==> src/rtl/uart_echo_ctrl_if.sv <==
// uart_echo_ctrl_if: FIFO-side handshake between the echo controller and the uart core.
// Latency: none, plain wires; the controller drives pops/pushes, the core drives status.
// Backpressure: rx_empty and tx_full from the core gate rd_uart and wr_uart.
interface uart_echo_ctrl_if #(
  parameter int DATA_BITS = 8
);
  logic                 rx_empty;
  logic [DATA_BITS-1:0] r_data;
  logic                 rd_uart;
  logic                 tx_full;
  logic                 wr_uart;
  logic [DATA_BITS-1:0] w_data;

  // Controller side: issues pops and pushes, observes FIFO status.
  modport master (
    input  rx_empty,
    input  r_data,
    input  tx_full,
    output rd_uart,
    output wr_uart,
    output w_data
  );

  // uart core side: supplies FIFO status, receives pops and pushes.
  modport slave (
    output rx_empty,
    output r_data,
    output tx_full,
    input  rd_uart,
    input  wr_uart,
    input  w_data
  );
endinterface

==> src/rtl/uart_echo_ctrl.sv <==
// uart_echo_ctrl: run-time selectable idle / pin loopback / FIFO echo / XOR echo, plus debug monitors.
// Latency: rx pin to tx pin SYNC_STAGES+1 clk in loopback; FIFO pop to push 1 clk, one byte per 2 clk.
// Backpressure: tx_full parks the echoed byte in HOLD (busy=1) and blocks further rx pops.
module uart_echo_ctrl #(
  parameter int                   DATA_BITS   = 8,
  parameter int                   SYNC_STAGES = 2,
  parameter logic [DATA_BITS-1:0] XOR_MASK    = DATA_BITS'(8'h20),
  parameter int                   CNT_W       = 16
) (
  input  logic              clk,
  input  logic              reset,
  input  logic              rx,
  input  logic [1:0]        mode,
  input  logic              uart_tx,
  uart_echo_ctrl_if.master  fifo,
  output logic              tx,
  output logic              rx_monitor,
  output logic              tx_monitor,
  output logic              busy,
  output logic [CNT_W-1:0]  rx_count,
  output logic [CNT_W-1:0]  tx_count
);

  typedef enum logic {
    S_IDLE = 1'b0,
    S_HOLD = 1'b1
  } state_t;

  localparam logic [CNT_W-1:0] CNT_MAX = {CNT_W{1'b1}};

  state_t               state_q;
  state_t               state_d;
  logic [SYNC_STAGES-1:0] sync_q;
  logic                 rx_s;
  logic                 pop;
  logic                 push;
  logic [DATA_BITS-1:0] pop_data;
  logic [DATA_BITS-1:0] hold_q;
  logic [DATA_BITS-1:0] last_q;

  // The rx pin is asynchronous; only the last synchroniser stage is used internally.
  assign rx_s = sync_q[SYNC_STAGES-1];

  // Transform is decided at pop time; pops only happen in modes 2/3, so mode[0] selects XOR.
  assign pop_data = mode[0] ? (fifo.r_data ^ XOR_MASK) : fifo.r_data;

  assign fifo.rd_uart = pop;
  assign fifo.wr_uart = push;
  // w_data shows the held byte only during the push cycle and otherwise keeps the last byte sent.
  assign fifo.w_data  = push ? hold_q : last_q;

  // Synchroniser chain for rx; resets to mark (1) so the line looks idle.
  always_ff @(posedge clk or posedge reset) begin
    if (reset) begin
      sync_q <= '1;
    end else begin
      sync_q <= {sync_q[SYNC_STAGES-2:0], rx};
    end
  end

  // Registered tx pin mux and the two debug pin monitors.
  always_ff @(posedge clk or posedge reset) begin
    if (reset) begin
      tx         <= 1'b1;
      rx_monitor <= 1'b1;
      tx_monitor <= 1'b1;
    end else begin
      rx_monitor <= rx_s;
      tx_monitor <= tx;
      unique case (mode)
        2'd0:    tx <= 1'b1;
        2'd1:    tx <= rx_s;
        default: tx <= uart_tx;
      endcase
    end
  end

  // Echo FSM state register.
  always_ff @(posedge clk or posedge reset) begin
    if (reset) begin
      state_q <= S_IDLE;
    end else begin
      state_q <= state_d;
    end
  end

  // Echo FSM next state: a pop moves to HOLD, a push returns to IDLE.
  always_comb begin
    state_d = state_q;
    unique case (state_q)
      S_IDLE: if (pop)  state_d = S_HOLD;
      S_HOLD: if (push) state_d = S_IDLE;
    endcase
  end

  // Echo FSM outputs; pop and push live in different states so they never coincide.
  always_comb begin
    pop  = 1'b0;
    push = 1'b0;
    busy = 1'b0;
    unique case (state_q)
      S_IDLE: pop = !reset && mode[1] && !fifo.rx_empty;
      S_HOLD: begin
        busy = 1'b1;
        // A pending byte is flushed whatever the current mode, so no byte is lost.
        push = !reset && !fifo.tx_full;
      end
    endcase
  end

  // Holding register captures the (possibly transformed) byte; last_q tracks what was sent.
  always_ff @(posedge clk or posedge reset) begin
    if (reset) begin
      hold_q <= '0;
      last_q <= '0;
    end else begin
      if (pop)  hold_q <= pop_data;
      if (push) last_q <= hold_q;
    end
  end

  // Saturating pop/push counters for debug; they stick at all-ones.
  always_ff @(posedge clk or posedge reset) begin
    if (reset) begin
      rx_count <= '0;
      tx_count <= '0;
    end else begin
      if (pop && rx_count != CNT_MAX)  rx_count <= rx_count + CNT_W'(1);
      if (push && tx_count != CNT_MAX) tx_count <= tx_count + CNT_W'(1);
    end
  end

endmodule

==> src/flat_wrapper.sv <==
// flat-port wrapper written by rule: the top's interface ports become plain ports
module uart_echo_ctrl_flat 
#(
  parameter int                   DATA_BITS   = 8,
  parameter int                   SYNC_STAGES = 2,
  parameter logic [DATA_BITS-1:0] XOR_MASK    = DATA_BITS'(8'h20),
  parameter int                   CNT_W       = 16
)
  (clk, reset, rx, mode, uart_tx, tx, rx_monitor, tx_monitor, busy, rx_count, tx_count, fifo_rx_empty, fifo_r_data, fifo_tx_full, fifo_rd_uart, fifo_wr_uart, fifo_w_data);
  uart_echo_ctrl_if #(.DATA_BITS(DATA_BITS)) fifo_i ();
  input  logic clk;
  input  logic reset;
  input  logic rx;
  input  logic [1:0] mode;
  input  logic uart_tx;
  output logic tx;
  output logic rx_monitor;
  output logic tx_monitor;
  output logic busy;
  output logic [CNT_W-1:0] rx_count;
  output logic [CNT_W-1:0] tx_count;
  input wire logic [$bits(fifo_i.rx_empty)-1:0] fifo_rx_empty;
  input wire logic [$bits(fifo_i.r_data)-1:0] fifo_r_data;
  input wire logic [$bits(fifo_i.tx_full)-1:0] fifo_tx_full;
  output wire logic [$bits(fifo_i.rd_uart)-1:0] fifo_rd_uart;
  output wire logic [$bits(fifo_i.wr_uart)-1:0] fifo_wr_uart;
  output wire logic [$bits(fifo_i.w_data)-1:0] fifo_w_data;
  assign fifo_i.rx_empty = fifo_rx_empty;
  assign fifo_i.r_data = fifo_r_data;
  assign fifo_i.tx_full = fifo_tx_full;
  assign fifo_rd_uart = fifo_i.rd_uart;
  assign fifo_wr_uart = fifo_i.wr_uart;
  assign fifo_w_data = fifo_i.w_data;
  uart_echo_ctrl #(.DATA_BITS(DATA_BITS), .SYNC_STAGES(SYNC_STAGES), .XOR_MASK(XOR_MASK), .CNT_W(CNT_W)) u_core (.clk(clk), .reset(reset), .rx(rx), .mode(mode), .uart_tx(uart_tx), .fifo(fifo_i), .tx(tx), .rx_monitor(rx_monitor), .tx_monitor(tx_monitor), .busy(busy), .rx_count(rx_count), .tx_count(tx_count));
endmodule
==> config.mk <==
export PLATFORM = sky130hd
export DESIGN_NAME = uart_echo_ctrl_flat
export DESIGN_NICKNAME = d
export VERILOG_FILES = /design/src/rtl/uart_echo_ctrl_if.sv /design/src/rtl/uart_echo_ctrl.sv /design/src/flat_wrapper.sv
export SDC_FILE = /design/constraint.sdc
export NUM_CORES = 1
export LEC_CHECK = 0
export BUFFER_PORTS_ARGS = -buffer_cell sky130_fd_sc_hd__buf_2
export CORE_MARGIN = 3
export CORE_UTILIZATION = 49
export CTS_CLUSTER_SIZE = 10
export DETAILED_ROUTE_END_ITERATION = 16
export PLACE_DENSITY_LB_ADDON = 0.1
export SLEW_MARGIN = 20
export SYNTH_ARGS = -nofsm -noshare
export SYNTH_HDL_FRONTEND = slang
export SYNTH_SLANG_ARGS = --single-unit
==> constraint.sdc <==
create_clock -name clk -period 2.1 [get_ports clk]
set_input_delay 0.105 -clock clk [delete_from_list [all_inputs] [get_ports clk]]
set_output_delay 0.105 -clock clk [all_outputs]
set_load 0.01 [all_outputs]
==> out/results.ini, run 1 <==
[status]
run_status=finished, violations left
violations=hold timing

[clocking]
clk_pin_slew_worst_paths_ns=0.09
clkLatencyLatePin_ns=0.30
clockRootBuffer=clkbuf_8
cts_tree=built
clock_path_buffers=2
cts_num_sinks=54
cts_buffers=5
htree_num_levels=2

[sta]
fin_worst_skew_ns=0.007303
period_share=0.9588
grt_setup_unrepaired=false
fin_hold_ws_ns=-0.002565
max_freq_ghz=0.4967
hold_viol=1
tns_ns=0
slew_headroom=0.5846
tightest_slew_ns=0.6222
setup-violations-final=0
slew_violations=0
finalCriticalPeriod_ns=2.013

[finish]
final_cell_mix=buf_2, dfrtp_1, nand2_1, xor2_1, mux2_2
finalNetCount=301
utilization=0.6568
fin_cells=349
diodes=0
syn2layout_area_growth_pct=23.76
num-fill-cells=389
drive_above_1_share=0.3556
final_common_cell=buf_2

[die]
core_mm2=0.004564
die_area_mm2=0.005823
die-height_um=76.31
die_w_um=76.31
num_io_pins=62
rows=24
initial_core_util=0.5307

[pwr]
pwr-share-clk=0.226
pwr-share-comb=0.240
p_int_uw=1806
finalPower_uw=2594
power_leakage_uw=0.001594
irDropWorstVdd_uv=545.7
swShare=0.3038
seqPwrFrac=0.534
cellPowerDensity_mw_per_mm2=865.2
power_switching_uw=787.9

[route]
avgRoutedWirePerCell_um=13.59
firstDrtPassIters=4
wl_um=4742
drt_iter0_markers=114
vias=1779
drc=0
via_per_inst=5.097
antenna_left=0

[worst_setup_path]
crit_chain=dlygate4sd3_1 -> buf_2 -> or4b_1 -> buf_4 -> a21oi_1 -> mux2_2
cp.arrival_ns=2.21
reg2reg_slack_ns=0.20
crit_path_start_kind=input port
r2r-end=u_core.rx_count[1]$_DFFE_PP0P_
cp_slowest_cell=or4b_1
worstPathRequired_ns=2.29
r2r.worst_path.cells=4
rr_startpoint=u_core.state_q$_DFF_PP0_
worst-setup-path-type=input port to flip-flop
crit_path_end_kind=flip-flop
crit_fanout=14
max_stage_delay_ns=0.60

[grt]
overflow=0
grt_usage=0.1709
grt_max_degree=30
antenna_found_initial=0
grt_pass1_wl_um=8135
first_global_vias=1693

[synth]
synth_top_flop_cell=dfrtp_1
synth_area_leaders=dfrtp_1, xor2_1, mux2_2, dfstp_2, nand2_1
syn_inst=208
seq_area_frac_synth=0.5604
mappedNetlistArea_mm2=0.002422
synthArstFlopShare=1.000
ys.warnings.count=0
syn_avg_cell_area_um2=11.65
syn-num-nets=226
yosysUniqueCellTypes=36
ys_ff_latch=54
synth_edf_count=0
synth_top_area_cell=dfrtp_1
yosysTopAreaCellShare=0.5062

[run]
drv_cap=0

[place]
dp_cells=334
portBuffers=61
dp_hpwl_um=3432
place_congestion=0.7916

[worst_hold_path]
hold_end=u_core.hold_q[0]$_DFFE_PP0P_
min_path_type=input port to flip-flop
whs_path_depth=3
holdCritStartpoint=fifo_r_data[0]

==> area by class of cell <==
| class | count | area, um2 | area share |
|---|---|---|---|
| tap | 65 | 81.33 | 0.02713 |
| sequential | 54 | 1358 | 0.4528 |
| clock buffer | 8 | 90.09 | 0.03005 |
| multi-input combinational | 143 | 1016 | 0.3389 |
| timing repair buffer | 73 | 425.4 | 0.1419 |
| inverter | 6 | 27.53 | 0.009182 |
==> metrics by stage <==
step | hold slack (ns) | cell area, um2 | worst slack, ns
2_1_floorplan | 0.1095 | 2422 | 0.2285
6_report | -0.002565 | 2998 | 0.08662
3_5_place_dp | 0.2117 | 2826 | 0.1733
4_1_cts | 0.001341 | 2987 | 0.07190
3_3_place_gp | 0.2112 | 2826 | 0.2211
5_1_grt | 0.02088 | 2998 | 0.003179
==> worst max path at each step <==
stage,start,to,slack (ns),cells past startpoint
after global routing,reset,u_core.rx_count[1]$_DFFE_PP0P_,0.003,6
after floorplan,u_core.state_q$_DFF_PP0_,u_core.rx_count[12]$_DFFE_PP0P_,0.23,6
final,reset,u_core.rx_count[1]$_DFFE_PP0P_,0.09,6
after CTS,reset,fifo_w_data[6],0.07,6
after global placement,u_core.state_q$_DFF_PP0_,u_core.rx_count[12]$_DFFE_PP0P_,0.22,5
after detailed placement,u_core.state_q$_DFF_PP0_,u_core.rx_count[12]$_DFFE_PP0P_,0.17,5
==> logic make-up (layout without fill, tap and decap cells) <==
kind of cell / Yosys count / after routing / synth area share
AOI/OAI and AO/OA: 15 / 15 / 0.03667
xor gates and xnor gates: 25 / 25 / 0.09039
and+or+nand+nor: 89 / 89 / 0.2195
DFF: 54 / 54 / 0.5604
buffers and inverters: 11 / 87 / 0.02686
adders and majority gates: 2 / 2 / 0.01033
muxes: 12 / 12 / 0.05579
==> routing by layer <==
metal / track usage / up-vias / part of all wire
li1: - / 880 / -
met1: 0.2308 / 857 / 0.47
met2: 0.2847 / 40 / 0.48
met3: 0.03546 / 2 / 0.046
met4: 0.03804 / 0 / 0.0032
met5: 0 / - / 0
==> synthesized netlist by cell type, drive strengths merged, types with 5 or more instances <==
cell   instances
dfrtp         49
nor4           7
mux2          12
inv            5
nand3          6
nor3          11
nand4          9
nor2           6
o21ai          5
xor2          23
dfstp          5
nand2         35
==> repair_timing <==
| item | in CTS | in global routing |
|---|---|---|
| endpoints found under the hold margin | 28 | 0 |
| setup buffers | 0 | 0 |
| resized for setup | 0 | 2 |
| hold buffers | 7 | 0 |
| endpoints found under the setup margin | 0 | 9 |
==> state kept, by name, summed over array words and instances (netlist names) <==
register and cells:
u_core.rx_count 16, u_core.tx_count 16, u_core.hold_q 8, u_core.last_q 8, u_core.sync_q 2, u_core.rx_monitor 1
u_core.state_q 1, u_core.tx 1, u_core.tx_monitor 1
==> critical path: cells and delay by family <==
kind / cells / cell delay, ns
AOI/OAI and AO/OA: 1 / 0.21
muxes: 1 / 0.36
buffers and inverters: 3 / 0.93
and+or+nand+nor: 1 / 0.60
==> power groups by stage <==
stage                     Combinational (uW)  Clock [uW]  Sequential [uW]
final                                    621         586             1390
after global routing                     688         639             1420
after CTS                                628         607             1390
after detailed placement                 614           0             1410
after global placement                   598           0             1400
after floorplan                          344           0             1420
No activity file was read; power rests on OpenSTA's default activity.
==> run 2: changes to the inputs <==
- ABC_AREA: not set -> 1
==> run 2 against run 1 <==
Against the previous run: the run still ends with hold timing left; global-route usage rose by 2.0 points; power rose by 20%; synthesized area rose by 21%; count of clock-buffer cells in the layout fell by 3.
==> out/results.ini, run 2 <==
[sta]
fin_hold_ws_ns=-0.001793
slew_headroom=0.5383
period_share=0.9006
tightest_slew_ns=0.6918
fin_worst_skew_ns=0.01157
slew_violations=0
max_freq_ghz=0.5288
tns_ns=0
finalCriticalPeriod_ns=1.891
hold_viol=3
grt_setup_unrepaired=false
setup-violations-final=0
setup_ws_ns=0.2088

[finish]
final_cell_mix=nand2_1, buf_2, inv_1, dfrtp_1, nor2_1
stdcell_area_mm2=0.003486
drive_above_1_share=0.2403
diodes=0
final_common_cell=nand2_1
finalNetCount=479
syn2layout_area_growth_pct=19.06
top_regs=u_core.rx_count: 16 flops, u_core.tx_count: 16 flops
multi_input_area_mm2=0.001319
regArea_mm2=0.001358
num-fill-cells=514

[route]
wl_um=6255
wl_met1_um=2998
vias=2570
avgRoutedWirePerCell_um=11.71
firstDrtPassIters=4
wl_met3_um=381
drt_iter0_markers=112
drc=0
antenna_left=0
via_per_inst=4.813
highest_layer=met4
wl_met2_um=2821

[synth]
synth_commonest_cells=nand2_1, inv_1, dfrtp_1
syn-num-nets=405
synth_edf_count=0
synth_top_flop_cell=dfrtp_1
synth_area_leaders=dfrtp_1, nand2_1, inv_1, nor2_1, dfstp_2
synthArstFlopShare=1.000
ys.warnings.count=0
syn_inst=387
ys_ff_latch=54
mappedNetlistArea_mm2=0.002928
seq_area_frac_synth=0.4637
syn_avg_cell_area_um2=7.565
yosysTopAreaCellShare=0.4188
synth_top_area_cell=dfrtp_1
synth.most_common_cell=nand2_1
yosysUniqueCellTypes=29

[worst_setup_path]
crit_fanout=14
crit_path_end_kind=flip-flop
worstPathRequired_ns=2.35
crit_chain=ha_1 -> nand3_2 -> inv_1 -> nand2_1 -> nor2_2 -> nor2_2 -> nand2_1 -> o21ai_2
cp_slowest_cell=nor2_2
crit_path_start_kind=flip-flop
cp_top_family=simple AND/OR/NAND/NOR gates
critPathBufInv=1
max_stage_delay_ns=0.53
cp.arrival_ns=2.15
worst-setup-path-type=flip-flop to flip-flop

[pwr]
p_int_uw=1929
swShare=0.3793
pwr-share-comb=0.305
power_leakage_uw=0.001823
power_switching_uw=1178
irDropWorstVdd_uv=623.7
cellPowerDensity_mw_per_mm2=891.3
pwr-share-clk=0.197
seqPwrFrac=0.498

[place]
place_area_mm2=0.003302
dp_hpwl_um=4624
portBuffers=61
place_ws_ns=0.2340
place_congestion=0.8611

[die]
die_w_um=83.30
die-height_um=83.30
rows=27
die_area_mm2=0.006939
initial_core_util=0.5190
core_mm2=0.005642
num_io_pins=62

[grt]
grt_max_degree=55
grt_usage=0.1907
antenna_found_initial=0
overflow=0
grt_pass1_wl_um=11060
first_global_vias=2507

[run]
drv_cap=0

[clocking]
clkLatencyLatePin_ns=0.32
cts_buffers=5
clock_path_buffers=2
htree_num_levels=2
clockRootBuffer=clkbuf_8
cts_num_sinks=54
cts_setup_buffers=0
clk_pin_slew_worst_paths_ns=0.11
cts_tree=built

[status]
violations=hold timing
run_status=finished, violations left

[worst_hold_path]
min_path_type=input port to async pin

## run 2: cell count changes in the layout (fill, tap and decap cells not counted), moves of 9 or more
cell	before	now
o21ai_0	5	25
inv_1	4	51
nor2_2	0	9
xor2_1	23	4
nand2_1	35	132
nand3_1	5	24
o21ai_2	0	11
nor2_1	6	36
mux2_2	12	0
## run 2: routing by layer
layer,GRT usage,up-vias
met5,0,-
met2,0.3178,61
met3,0.04663,6
met1,0.2498,1150
li1,-,1353
met4,0.04606,0
## run 2: worst paths after layout
| check | startpoint | to | slack [ns] | depth (start not counted) |
|---|---|---|---|---|
| max | u_core.tx_count[0]$_DFFE_PP0P_ | u_core.tx_count[11]$_DFFE_PP0P_ | 0.21 | 8 |
| min | reset | u_core.last_q[5]$_DFF_PP0_ | -0.002 | 3 |
| max reg2reg | u_core.tx_count[0]$_DFFE_PP0P_ | u_core.tx_count[11]$_DFFE_PP0P_ | 0.21 | 8 |
| min reg2reg | u_core.sync_q[0]$_DFF_PP1_ | u_core.sync_q[1]$_DFF_PP1_ | 0.36 | 0 |
| max in group asynchronous | reset | u_core.rx_count[12]$_DFFE_PP0P_ | 1.64 | 3 |
| min in group clk | fifo_r_data[2] | u_core.hold_q[2]$_DFFE_PP0P_ | 0.01 | 3 |
## run 2: stage by stage
stage	total power, uW	instances	hold WS (ns)	util
2_1_floorplan	2141	387	0.1095	-
3_3_place_gp	2488	517	0.2124	0.5853
3_5_place_dp	2515	517	0.2115	0.5853
4_1_cts	3144	534	0.004780	0.6179
5_1_grt	3346	534	0.04503	0.6179
6_report	3107	534	-0.001793	0.6179
## run 2: power groups by stage
| stage | logic, uW | clock network [uW] | registers, uW |
|---|---|---|---|
| final | 947 | 611 | 1550 |
| after global placement | 935 | 0 | 1550 |
| after detailed placement | 946 | 0 | 1570 |
| after CTS | 964 | 631 | 1550 |
| after floorplan | 560 | 0 | 1580 |
| after global routing | 1080 | 667 | 1590 |
## run 2: kinds of logic (layout without fill, tap and decap cells)
group	count (synthesis)	after routing	share of synthesized area
flip-flops	54	54	0.4637
buffers and inverters	60	135	0.08589
AO/OA/AOI/OAI	38	38	0.07906
AND/OR/NAND/NOR	226	226	0.3419
XOR/XNOR	7	7	0.02094
adder cells (fa/ha/maj)	2	2	0.008546
## run 2: what timing repair did
item	CTS	global route
gates resized for setup	0	0
hold endpoints to repair	8	0
endpoints found under the setup margin	0	0
hold buffers	9	0
## run 2: layout make-up
class                      count  area share
clock buffer                   5     0.01974
clock inverter                 3    0.007179
inverter                      54     0.05958
multi-input combinational    273      0.3783
sequential                    54      0.3894
tap                           72     0.02584
timing repair buffer          73      0.1199
## run 2: worst register-to-register path, stage by stage (launching register included)
cell and delay, ns:
dfrtp_1 0.48, ha_1 0.30, nand3_2 0.09, inv_1 0.05, nand2_1 0.08, nor2_2 0.06
nor2_2 0.53, nand2_1 0.15, o21ai_2 0.08
==> run 3: changes to the inputs <==
--- a/config.mk
+++ b/config.mk
@@ -8,4 +8,5 @@
 export ABC_AREA = 1
 export BUFFER_PORTS_ARGS = -buffer_cell sky130_fd_sc_hd__buf_2
+export CAP_MARGIN = 20
 export CORE_MARGIN = 3
 export CORE_UTILIZATION = 49
==> constraint.sdc (replaced) <==
create_clock -name clk -period 2.1 [get_ports clk]
set_input_delay 0.21 -clock clk [delete_from_list [all_inputs] [get_ports clk]]
set_output_delay 0.21 -clock clk [all_outputs]
set_load 0.01 [all_outputs]
==> run 3 against run 2 <==
Against the previous run: the run now ends clean; worst hold slack improved by 0.055 ns; cell count fell by 1.5%; sequential power barely moved; clock skew rose by 0.0020 ns; clock power fell by 1%; first-iteration DRC count rose by 21%; largest cell class unchanged; largest power group unchanged.
==> out/results.ini, run 3 (synthesis results as in run 2) <==
[sta]
fin_hold_ws_ns=0.05323
hold_viol=0
max_freq_ghz=0.5335
slew_headroom=0.5508
grt_setup_unrepaired=false
setup-violations-final=0
finalCriticalPeriod_ns=1.874
tightest_slew_ns=0.6737
slew_violations=0
fin_worst_skew_ns=0.01353
tns_ns=0
period_share=0.8926

[die]
die-height_um=83.30
die_w_um=83.30
num_io_pins=62
die_area_mm2=0.006939
initial_core_util=0.5190
rows=27
core_mm2=0.005642

[pwr]
power_leakage_uw=0.001794
cellPowerDensity_mw_per_mm2=906.2
finalPower_uw=3087
irDropWorstVdd_uv=639.2

[finish]
drive_above_1_share=0.2445
syn2layout_area_growth_pct=16.37
regArea_mm2=0.001358
final_common_cell=nand2_1
final_cell_mix=nand2_1, buf_2, inv_1, dfrtp_1, nor2_1
finalNetCount=471
top_regs=u_core.rx_count: 16 flops, u_core.tx_count: 16 flops
multi_input_area_mm2=0.001319
num-fill-cells=548
diodes=0

[worst_setup_path]
worst-setup-path-type=flip-flop to flip-flop
cp.arrival_ns=2.11
crit_path_end_kind=flip-flop
crit_fanout=14
crit_path_start_kind=flip-flop
worstPathRequired_ns=2.34

[place]
place_congestion=0.8727
dp_hpwl_um=4708
portBuffers=61

[grt]
antenna_found_initial=0
grt_pass1_wl_um=11100
overflow=0
first_global_vias=2498
grt_usage=0.1915
grt_max_degree=55

[route]
drc=0
firstDrtPassIters=5
drt_iter0_markers=135
via_per_inst=4.951
antenna_left=0
vias=2604
avgRoutedWirePerCell_um=12.03
wl_um=6327

[clocking]
clkLatencyLatePin_ns=0.31
post_cts_resized=0
clockRootBuffer=clkbuf_8
clock_path_buffers=2
cts_buffers=5
clk_pin_slew_worst_paths_ns=0.10
cts_tree=built
cts_num_sinks=54
htree_num_levels=2

[run]
drv_cap=0

[status]
run_status=completed

[worst_hold_path]
min_path_type=input port to flip-flop

run 3: cell count changes in the layout (fill, tap and decap cells not counted):
| cell | change |
|---|---|
| clkinv_4 | +2 |
| clkinvlp_4 | -1 |
| dlygate4sd3_1 | -8 |
| inv_6 | -1 |
run 3: power breakdown:
group | switching, uW | internal, uW | leakage (uW)
logic | 557 | 383 | 0.00106
registers | 251 | 1290 | 0.000684
clock network | 360 | 242 | 0.0000483
total | 1170 | 1920 | 0.00179
run 3: metrics by stage:
step / std cells / instance area [um2] / utilization / setup WS, ns
2_1_floorplan: 387 / 2932 / - / 0.1964
4_1_cts: 526 / 3407 / 0.6039 / 0.2165
3_3_place_gp: 517 / 3302 / 0.5853 / 0.3076
6_report: 526 / 3407 / 0.6039 / 0.2255
5_1_grt: 526 / 3407 / 0.6039 / 0.06595
3_5_place_dp: 517 / 3302 / 0.5853 / 0.2425
run 3: final cells by class:
type / instances / share of cell area
Timing Repair Buffer: 65 / 0.09916
Multi-Input combinational cell: 273 / 0.3871
Clock buffer: 5 / 0.02020
Inverter: 54 / 0.06096
Clock inverter: 3 / 0.007712
Sequential cell: 54 / 0.3985
Tap cell: 72 / 0.02644
run 3: layer usage:
layer / wire length, um / GRT usage / vias up
met5: 0 / 0 / -
met4: 30 / 0.04606 / 0
met3: 382 / 0.04861 / 2
met2: 2913 / 0.3047 / 73
met1: 3001 / 0.2629 / 1195
li1: - / - / 1334
run 3: path summary, 6_finish.rpt:
kind | slack [ns] | start | endpoint | cells past startpoint
max in group asynchronous | 1.53 | reset | u_core.tx_count[2]$_DFFE_PP0P_ | 3
min in group asynchronous | 0.13 | reset | u_core.last_q[1]$_DFF_PP0_ | 3
min | 0.05 | mode[1] | u_core.tx$_DFF_PP1_ | 2
min reg2reg | 0.36 | u_core.sync_q[0]$_DFF_PP1_ | u_core.sync_q[1]$_DFF_PP1_ | 0
max reg2reg | 0.23 | u_core.tx_count[0]$_DFFE_PP0P_ | u_core.tx_count[5]$_DFFE_PP0P_ | 8
max | 0.23 | u_core.tx_count[0]$_DFFE_PP0P_ | u_core.tx_count[5]$_DFFE_PP0P_ | 8
run 3: what timing repair did:
action / 4_1_cts / 5_1_grt
endpoints found under the hold margin: 1 / 0
hold buffers: 1 / 0
setup buffers: 0 / 0
run 3: critical path, cell delays in order (launching register included):
cell and delay, ns:
dfrtp_1 0.47, ha_1 0.30, nand3_2 0.10, inv_1 0.05, nand2_1 0.08, nor2_2 0.06, nor2_2 0.51, nand2_1 0.14
o21ai_2 0.08
